$ cat config.mk
export PLATFORM = sky130hd
export DESIGN_NAME = seq_detect_mealy_param
export DESIGN_NICKNAME = d
export VERILOG_FILES = /design/src/rtl/seq_detect_mealy_param.sv
export SDC_FILE = /design/constraint.sdc
export NUM_CORES = 1
export LEC_CHECK = 0
export CORE_MARGIN = 1.5
export CORE_UTILIZATION = 28
export DETAILED_ROUTE_END_ITERATION = 10
export GPL_ROUTABILITY_DRIVEN = 0
export HOLD_SLACK_MARGIN = 0.06
export SYNTH_ARGS = -nofsm -noshare
export SYNTH_HDL_FRONTEND = slang
export SYNTH_SLANG_ARGS = --single-unit
$ cat constraint.sdc
create_clock -name clk -period 2.7 [get_ports clk]
set_clock_uncertainty 0.1 [all_clocks]
set_input_delay 0.54 -clock clk [delete_from_list [all_inputs] [get_ports clk]]
set_output_delay 0.54 -clock clk [all_outputs]
set_load 0.02 [all_outputs]
$ cat src/rtl/seq_detect_mealy_param.sv
// Serial bit-pattern detector with a runtime-loadable pattern, overlap and
// non-overlap modes, a modulo-HIT_LIMIT hit counter and a wrap pulse.
// A match is decided combinationally on the incoming bit (Mealy).
// It is reported on dout one cycle later.
module seq_detect_mealy_param #(
  parameter int unsigned             PATTERN_W   = 5,
  parameter logic [PATTERN_W-1:0]    PATTERN_RST = 5'b10110,
  parameter int unsigned             COUNT_W     = 4,
  parameter int unsigned             HIT_LIMIT   = 10
) (
  input  logic                 clk,
  input  logic                 rst,
  input  logic                 din,
  input  logic                 din_valid,
  input  logic                 overlap_en,
  input  logic                 pat_load,
  input  logic [PATTERN_W-1:0] pat_in,
  input  logic                 clr_count,
  output logic                 dout,
  output logic [COUNT_W-1:0]   hit_count,
  output logic                 limit_pulse
);

  localparam int unsigned FILL_W = $clog2(PATTERN_W + 1);

  logic [PATTERN_W-1:0] pattern_q, pattern_d;
  logic [PATTERN_W-1:0] hist_q, hist_d;
  logic [FILL_W-1:0]    fill_q, fill_d;
  logic [COUNT_W-1:0]   cnt_q, cnt_d;
  logic                 dout_q, dout_d;
  logic                 lim_q, lim_d;

  logic [PATTERN_W-1:0] shifted;
  logic                 accept;
  logic                 match;

  // A bit that arrives together with a pattern load is discarded.
  assign shifted = {hist_q[PATTERN_W-2:0], din};
  assign accept  = din_valid && !pat_load;
  assign match   = accept && (shifted == pattern_q) &&
                   (fill_q >= FILL_W'(PATTERN_W - 1));

  // Next-state logic for the pattern, the history, the fill level and the hit counter.
  always_comb begin
    pattern_d = pattern_q;
    hist_d    = hist_q;
    fill_d    = fill_q;
    cnt_d     = cnt_q;
    dout_d    = 1'b0;
    lim_d     = 1'b0;

    if (pat_load) begin
      pattern_d = pat_in;
      hist_d    = '0;
      fill_d    = '0;
    end else if (accept) begin
      if (match && !overlap_en) begin
        hist_d = '0;
        fill_d = '0;
      end else begin
        hist_d = shifted;
        if (fill_q != FILL_W'(PATTERN_W))
          fill_d = fill_q + FILL_W'(1);
      end
    end

    dout_d = match;

    if (clr_count) begin
      cnt_d = '0;
    end else if (match) begin
      if (cnt_q == COUNT_W'(HIT_LIMIT - 1)) begin
        cnt_d = '0;
        lim_d = 1'b1;
      end else begin
        cnt_d = cnt_q + COUNT_W'(1);
      end
    end
  end

  // State registers, with a synchronous reset.
  always_ff @(posedge clk) begin
    if (rst) begin
      pattern_q <= PATTERN_RST;
      hist_q    <= '0;
      fill_q    <= '0;
      cnt_q     <= '0;
      dout_q    <= 1'b0;
      lim_q     <= 1'b0;
    end else begin
      pattern_q <= pattern_d;
      hist_q    <= hist_d;
      fill_q    <= fill_d;
      cnt_q     <= cnt_d;
      dout_q    <= dout_d;
      lim_q     <= lim_d;
    end
  end

  assign dout        = dout_q;
  assign hit_count   = cnt_q;
  assign limit_pulse = lim_q;

endmodule

Word level (Yosys, flattened, before mapping)

Index checks and enable logic that the tools add are counted.

Muxes and demuxes: 5
Equal/unequal tests: 3
Bitwise gates (word level): 1
Reduce and logical (&&, ||, !) cells: 11
Add/sub/neg operators: 2
$lt $le $gt $ge: 1

Operators with widths:

| cell                                                           | number |
|---|---|
| 4-bit 2-to-1 mux                                               | 2 |
| 3-bit 2-to-1 mux                                               | 2 |
| 5-bit equality test                                            | 1 |
| 4-bit by 1-bit adder with 4-bit output (second input constant) | 1 |
| 4-bit equality test (second input constant)                    | 1 |
| 1-bit logical AND                                              | 4 |
| 2-bit OR reduction                                             | 2 |
| 3-bit by 1-bit adder with 3-bit output (second input constant) | 1 |
| 3-bit greater-or-equal comparator (second input constant)      | 1 |
| 3-bit inequality test (second input constant)                  | 1 |
| 3-bit OR reduction                                             | 1 |
| 1-bit logical NOT                                              | 2 |
| 2-bit AND reduction                                            | 1 |
| 2-bit nonzero test                                             | 1 |
| 1-bit 2-to-1 mux                                               | 1 |
| 1-bit inverter                                                 | 1 |

Register bits: 18
Output and inout port bits: 6
Logic and storage cells: 29
Input bits: 12

Logic depth before layout (Yosys ltp)

Gate-level depths: netlist of the first run.

Word-level depth: 7
Depth in mapped cells: 5
Mapped depth without buffers: 5

Worst setup path after synthesis of the first run

No wires, ideal clock.

Path type: input -> register
Start point: input din_valid
End point: register cnt_q[1] (netlist: hit_count[1])
Data required time: 2530 ps
Slack: 932 ps
Arrival time: 1598 ps
Buffers on the path: 1
Library setup time: 70 ps
Stages: 5
Path through: buf_6 > nand4b_2 > or3_4 > or4_1 > a21oi_1

Longest elaborated chain between the ends: 3

RTL lines:

| what                           | line | text |
|---|---|---|
| from (decl)                    | 14   | `input logic din_valid,` |
| 1-bit logical AND              | 39   | `assign accept = din_valid && !pat_load;` |
| 1-bit logical AND (2 in a row) | 40   | `assign match = accept && (shifted == pattern_q) &&` |
| to (signal assigned)           | 94   | `cnt_q <= cnt_d;` |
| to (decl)                      | 29   | `logic [COUNT_W-1:0] cnt_q, cnt_d;` |

Every way passes these cells.
A chain may end at the register's enable or synchronous reset.

Final worst setup path of the first run

Same ends and word-level chain as after synthesis.

==> flow_metrics.tcl, run 1 <==
set metrics [dict create \
    drive_gt1_share_pct 8.824 \
    row_count 19 \
    crit_path_end_kind "flop" \
    switching_power_mw 0.1100 \
    finalSetupTns_ns 0 \
    stdcell_count 133 \
    p_clk_share_pct 33.1 \
    syn_nets 97 \
    wl_mm 1.522 \
    startpoint_type "input pin" \
    p_seq_share_pct 56.0 \
    ys.flop_type "dfxtp_1" \
    min_path_type "flop to flop" \
    nNetsFinal 117 \
    rsz0062_at_grt "false" \
    outcome "complete, no violations" \
    cts.path.max_buffers 2 \
    ys_async_sr_fraction_pct 0 \
    cts_root_buf "clkbuf_4" \
    grt_max_degree 11 \
    yosysWarnings 0 \
    leakage_nw 0.3754 \
    swShare_pct 22.25 \
    maxClockFrequency_mhz 464.0 \
    cts_tree "built" \
    synth_cell_types 34 \
    cts_setup_buffers 0 \
    hold_violations 0 \
    grt_pass1_vias 590 \
    slew_violations 0 \
    die_y_um 57.23 \
    cap_viol_max_count 0 \
    cts_resized 0 \
    grt_usage_pct 9.826 \
    maxSlewHeadroom_pct 70.54 \
    grt_pass1_wl_mm 2.525 \
    fp.dieW_um 57.23 \
    multi_input_comb_area_sq_um 436.7 \
    grt_overflow 0 \
    worst_slack_ns 0.5447 \
    min_period_over_period_pct 79.82 \
    drc 0 \
    syn_to_final_growth_pct 28.42 \
    dp_hpwl_mm 1.173 \
    cts_buffers 3 \
    synth.avg_cell_area_sq_um 9.919 \
    ioPinCount 18 \
    synth_edf_count 0 \
    vias_per_cell 5.143 \
    power.internal_mw 0.3843 \
    clk_latency_ns 0.29 \
    cp.arrival_ns 2.29 \
    dr.pass1.iters 4 \
    ctsHoldBuffers 0 \
    synth.cell_area_sq_um 823.3 \
    pre_cts_slack_ns 0.2559 \
    final_util_pct 38.01 \
    ys_ff_latch 18 \
    ant_nets 0 \
    cp_max_fo 9 \
    clk_transition_reported_paths_ns 0.10 \
    whs_path_depth 1 \
    powerDensity_nw_per_um2 467.5 \
    htreeDepth 1 \
    reg2regPathDepth 4 \
    fillers 282 \
    synthCells 83 \
    ys_seq_area_share_pct 43.77 \
    clkSinkCount 18 \
    setup_viol 0 \
    grt_antenna_before_repair 0 \
    start_util_pct 29.60 \
    critPathKind "input pin to flop" \
    io_buffer_count 17 \
    ff_latch_area_sq_um 360.3 \
    p_total_mw 0.4943 \
    fin_crit_ns 2.155 \
    place_inst 129 \
    antenna-diode-count 0 \
    share_comb_of_total_power_pct 10.9 \
    num_vias 684 \
    drt-initial-drc-count 15 \
    die_area_sq_um 3275 \
    wire_per_inst_um 11.44 \
    cp.required_ns 2.83 \
    core-area_sq_um 2781 \
    ir_drop_mv 0.3738 \
    worstMarginPinSlew_ns 0.4385 \
]
==> state kept, by name, summed over array words and instances (netlist names) <==
signal	cells
pattern_q	5
hist_q	4
hit_count	4
fill_q	3
dout	1
limit_pulse	1
==> final timing paths <==
path                   to  startpoint  slack [ns]
max          hit_count[1]   din_valid        0.54
min             hist_q[3]   hist_q[3]        0.39
max reg2reg  hit_count[1]   hist_q[1]        1.00
min reg2reg     hist_q[3]   hist_q[3]        0.39
==> per-layer routing <==
layer  track usage (%)  part of all wire, %
met5                 0                    0
met4                 0                    0
met3             5.215                  5.7
met2             15.93                   44
met1             12.48                   50
==> logic make-up after synthesis <==
| kind of cell | Yosys count | share of synthesized area [%] |
|---|---|---|
| xor gates and xnor gates | 6 | 6.383 |
| DFF | 18 | 43.77 |
| muxes | 2 | 2.432 |
| and+or+nand+nor | 29 | 22.65 |
| AOI/OAI and AO/OA | 21 | 18.54 |
| adders and majority gates | 2 | 3.039 |
| buffers and inverters | 5 | 3.191 |
==> cells in the mapped netlist (2+ instances only) <==
library cell  count  area [sq um]
a211o_1           3         26.28
a21oi_1           5         25.02
a32o_1            4         40.04
dfxtp_1          18         360.4
ha_1              2         25.02
inv_1             2         7.510
mux2i_1           2         20.02
nand4_1           2         12.51
nor2_1            7         26.28
nor2b_1           5         31.28
nor3_1            4         20.02
o21ai_0           3         15.01
xnor2_1           4         35.03
xor2_1            2         17.52
==> critical path, stage by stage <==
cell	delay (ns)
clkdlybuf4s50_1	0.66
nand4b_2	0.15
or3_4	0.36
or4_1	0.41
a21oi_1	0.16
==> power groups by stage <==
stage	clock, mW	combinational (mW)	sequential, mW
4_1_cts	0.168	0.0543	0.277
6_report	0.164	0.0537	0.277
3_3_place_gp	0	0.0535	0.283
3_5_place_dp	0	0.0540	0.283
2_1_floorplan	0	0.0324	0.282
5_1_grt	0.182	0.0599	0.278
==> layout make-up <==
class                   instances  area share (%)
multi-input cells              60           41.30
flip-flops and latches         18           34.08
repair buffers                 18           16.80
well taps                      31           3.669
clock buffers                   4           3.432
inverters                       2          0.7101
==> metrics by stage <==
| stage | hold slack (ns) | cell area, sq um |
|---|---|---|
| floorplan | 0.3615 | 823.3 |
| global placement | 0.3745 | 1021 |
| detailed placement | 0.3745 | 1021 |
| CTS | 0.3984 | 1057 |
| global route | 0.4239 | 1057 |
| finish | 0.3921 | 1057 |
==> cell usage in the layout, fill, tap and decap left out, types with 2 or more instances in the layout <==
cell	n
a32o_1	4
nor2_1	7
a21oi_1	5
ha_1	2
xnor2_1	4
nor3_1	4
xor2_1	2
nand4_1	2
mux2i_1	2
dfxtp_1	18
inv_1	2
a211o_1	3
o21ai_0	3
clkdlybuf4s50_1	17
clkbuf_4	3
nor2b_1	5
(Power assumes the default switching activity.)
==> inputs of run 2 (changes only) <==
- clock period: 2.7 -> 2.2 ns (I/O delays scaled with it)
==> flow_metrics.tcl, run 2 (synthesis results as in run 1) <==
set metrics [dict create \
    outcome "complete, no violations" \
    row_count 19 \
    io_buffer_count 17 \
    critPathKind "flop to output pin" \
    cp_slowest_cell "clkdlybuf4s50_1" \
    cp_max_fo 9 \
    slew_violations 0 \
    cp.required_ns 1.66 \
    drc 0 \
    dp_hpwl_mm 1.253 \
    clkSinkCount 18 \
    fin_crit_ns 2.011 \
    cts_setup_buffers 0 \
    nNetsFinal 121 \
    wire_per_inst_um 11.66 \
    fp.dieW_um 57.23 \
    grt_pass1_vias 688 \
    cts_root_buf "clkbuf_4" \
    cts_buffers 3 \
    final_common_cell "dfxtp_1" \
    drt-initial-drc-count 7 \
    maxClockFrequency_mhz 497.3 \
    leakage_nw 0.3935 \
    clk_latency_ns 0.30 \
    powerDensity_nw_per_um2 566.3 \
    drive_gt1_share_pct 12.26 \
    crit_chain "clkdlybuf4s50_1" \
    min_path_type "flop to flop" \
    cts_tree "built" \
    worst_slack_ns 0.1893 \
    ir_drop_mv 0.3037 \
    grt_pass1_wl_mm 2.939 \
    maxSlewHeadroom_pct 70.56 \
    cpLargestDelayFamily "buffers and inverters" \
    final_cell_mix "18 x dfxtp_1, 17 x clkdlybuf4s50_1, 7 x nor2_1" \
    ant_nets 0 \
    htreeDepth 1 \
    cts.path.max_buffers 2 \
    largest_reg_flops 5 \
    cp.arrival_ns 1.47 \
    startpoint_type "flop" \
    ctsHoldBuffers 0 \
    stdcell_count 137 \
    core-area_sq_um 2781 \
    place_inst 133 \
    syn_to_final_growth_pct 32.07 \
    rsz0062_at_grt "false" \
    start_util_pct 29.60 \
    crit_path_end_kind "output pin" \
    finalSetupTns_ns 0 \
    vias_per_cell 5.117 \
    setup_viol 0 \
    pre_cts_slack_ns 0.03345 \
    cap_viol_max_count 0 \
    grt_usage_pct 11.48 \
    antenna-diode-count 0 \
    critPathMaxStageDelay_ns 0.67 \
    die_y_um 57.23 \
    worstMarginPinSlew_ns 0.4378 \
    grt_antenna_before_repair 0 \
    grt_max_degree 11 \
    grt_overflow 0 \
    die_area_sq_um 3275 \
    clk_transition_reported_paths_ns 0.11 \
    critPathBufInv 1 \
    hold_violations 0 \
    num_vias 701 \
    wl_mm 1.598 \
    largest-register "pattern_q" \
    dr.pass1.iters 4 \
    cts_resized 0 \
    ioPinCount 18 \
    min_period_over_period_pct 91.40 \
]
[run 2: cell count changes in the layout (fill, tap and decap cells not counted)]
| cell | delta |
|---|---|
| buf_4 | +4 |
[run 2: through the flow]
stage	instance area, sq um	power (mW)	util [%]	hold slack, ns
detailed placement	1051	0.4180	37.79	0.3730
CTS	1087	0.6209	39.09	0.3968
global placement	1051	0.4170	37.79	0.3706
global route	1087	0.6498	39.09	0.4102
floorplan	823.3	0.3855	-	0.3615
finish	1087	0.6157	39.09	0.3934
[run 2: area by class of cell]
cell class | instances | area (sq um)
fill | 281 | 1694
multi-input combinational | 60 | 436.7
sequential | 18 | 360.3
timing repair buffer | 22 | 207.7
tap | 31 | 38.79
clock buffer | 4 | 36.28
inverter | 2 | 7.507
[run 2: layer usage]
layer,vias to the layer above,GRT usage [%],share of wire (%)
met5,-,0,0
met4,0,2.990,0
met3,0,4.082,5.1
met2,19,17.73,46
met1,325,15.33,49
li1,357,-,-
[run 2: report_power, final]
group	internal, mW	switching (mW)
Combinational	0.0406	0.0297
Sequential	0.334	0.00593
Clock	0.101	0.105
[run 2: final timing paths]
kind	start	endpoint	slack, ns	cells past startpoint
worst max-delay path	hit_count[1]	hit_count[1]	0.19	1
worst min-delay path	hist_q[3]	hist_q[3]	0.39	1
worst max register to register	hist_q[0]	hit_count[1]	0.58	4
worst min register to register	hist_q[3]	hist_q[3]	0.39	1
==> inputs of run 3 (changes only) <==
- ABC_AREA: default -> 1
- CORE_MARGIN: 1.5 -> 5
==> flow_metrics.tcl, run 3 <==
set metrics [dict create \
    outcome "complete, no violations" \
    grt_antenna_before_repair 0 \
    powerDensity_nw_per_um2 511.9 \
    grt_usage_pct 10.55 \
    setup_viol 0 \
    grt_pass1_wl_mm 3.684 \
    grt_max_degree 10 \
    rsz0062_at_grt "false" \
    crit_chain "clkdlybuf4s50_1" \
    p_total_mw 0.6071 \
    die_area_sq_um 4567 \
    drc 0 \
    yosysWarnings 0 \
    critPathKind "flop to output pin" \
    start_util_pct 28.27 \
    startpoint_type "flop" \
    row_count 21 \
    final_common_cell "nand2_1" \
    synth_area_leader_cell "dfxtp_1" \
    syn_nets 140 \
    htreeDepth 1 \
    yosysMostFrequentCell "nand2_1" \
    nNetsFinal 163 \
    largest_reg_flops 5 \
    cp_slowest_cell "clkdlybuf4s50_1" \
    wl_mm 2.135 \
    antenna-diode-count 0 \
    synth.cell_area_sq_um 928.4 \
    fin_crit_ns 1.898 \
    final_cell_mix "29 x nand2_1, 21 x inv_1, 18 x dfxtp_1, 17 x clkdlybuf4s50_1, 13 x a21oi_1" \
    cts_resized 0 \
    cts_setup_buffers 0 \
    vias_per_cell 4.415 \
    min_period_over_period_pct 86.27 \
    ys_seq_area_share_pct 38.81 \
    core-area_sq_um 3284 \
    ys_async_sr_fraction_pct 0 \
    wire_per_inst_um 11.06 \
    synth_top_cell_area_share_pct 38.81 \
    maxClockFrequency_mhz 526.9 \
    leakage_nw 0.4968 \
    clk_transition_reported_paths_ns 0.10 \
    cts_buffers 3 \
    final_util_pct 36.11 \
    synth_commonest_cells "29 x nand2_1, 21 x inv_1, 18 x dfxtp_1" \
    ctsHoldBuffers 0 \
    synth_cell_types 23 \
    io_buffer_count 17 \
    cp_max_fo 6 \
    fp.dieW_um 67.58 \
    maxSlewHeadroom_pct 71.68 \
    crit_path_end_kind "output pin" \
    drive_gt1_share_pct 11.56 \
    min_path_type "flop to flop" \
    ys.flop_type "dfxtp_1" \
    dr.pass1.iters 4 \
    cts.path.max_buffers 2 \
    critPathBufInv 1 \
    finalSetupTns_ns 0 \
    clkSinkCount 18 \
    cp.required_ns 1.66 \
    synth.avg_cell_area_sq_um 7.368 \
    clk_latency_ns 0.29 \
    ir_drop_mv 0.1683 \
    cpLargestDelayFamily "buffers and inverters" \
    num_vias 852 \
    worstMarginPinSlew_ns 0.4233 \
    slew_violations 0 \
    synth_edf_count 0 \
    ys_ff_latch 18 \
    fillers 353 \
    cts_root_buf "clkbuf_4" \
    synth.area.top_cells "dfxtp_1 39%, nand2_1 12%, inv_1 8.5%" \
    drt-initial-drc-count 50 \
    synthCells 126 \
    ioPinCount 18 \
    grt_overflow 0 \
    syn_to_final_growth_pct 27.76 \
    grt_pass1_vias 864 \
    dp_hpwl_mm 1.707 \
    cts_tree "built" \
    cap_viol_max_count 0 \
    die_y_um 67.58 \
    cp.arrival_ns 1.36 \
    hold_violations 0 \
    critPathMaxStageDelay_ns 0.64 \
    ant_nets 0 \
    largest-register "pattern_q" \
]
[run 3: cell types whose count changed in the layout (fill, tap and decap cells not counted), sizes merged, moves of 3 or more]
cell   before  now
a211o       3    0
a21oi       5   13
a32o        4    0
inv         2   22
nand2       0   30
nand3       1    7
nor2        7   13
nor2b       5    0
o21ai       3   11
xnor2       4    1
[run 3: stage by stage]
stage               setup slack [ns]  cell area, sq um  cells  hold slack [ns]
floorplan                     0.7120             928.4    126           0.3432
global placement              0.2290              1164    190           0.3630
detailed placement            0.1692              1164    190           0.3691
CTS                           0.2844              1186    193           0.3855
global route                  0.2484              1186    193           0.4195
finish                        0.3021              1186    193           0.3835
[run 3: layer usage]
| layer | share of wire, % | routed length [um] | global-route usage [%] | vias to the layer above |
|---|---|---|---|---|
| met1 | 45 | 951 | 12.87 | 390 |
| li1 | - | - | - | 439 |
| met4 | 0.94 | 20 | 3.544 | 0 |
| met2 | 48 | 1031 | 18.23 | 19 |
| met3 | 6.2 | 132 | 2.163 | 4 |
| met5 | 0 | 0 | 0 | - |
[run 3: worst paths after layout]
kind / cells after the start / startpoint / slack (ns) / end
worst max-delay path: 1 / hit_count[1] / 0.30 / hit_count[1]
worst min-delay path: 2 / pattern_q[3] / 0.38 / pattern_q[3]
worst max register to register: 9 / hist_q[0] / 0.75 / fill_q[1]
worst min register to register: 2 / pattern_q[3] / 0.38 / pattern_q[3]
[run 3: final cells by class]
cell class / count / area (sq um) / share of cell area (%)
Multi-Input combinational cell: 84 / 465.4 / 39.24
Sequential cell: 18 / 360.3 / 30.38
Timing Repair Buffer: 20 / 192.7 / 16.24
Inverter: 22 / 87.58 / 7.384
Tap cell: 46 / 57.56 / 4.852
Clock buffer: 3 / 22.52 / 1.899
[run 3: power breakdown]
part / internal [mW] / switching, mW / total [mW]
sequential: 0.338 / 0.00875 / 0.346
combinational: 0.0423 / 0.0507 / 0.0930
clock: 0.0637 / 0.104 / 0.168
[run 3: cells by family (layout without fill, tap and decap cells)]
family	after synthesis	after routing	share of synthesized area, %
XOR/XNOR	2	2	1.887
AO/OA/AOI/OAI	25	25	13.75
adder cells (fa/ha/maj)	2	2	2.695
flip-flops	18	18	38.81
buffers and inverters	24	45	11.05
AND/OR/NAND/NOR	55	55	31.81
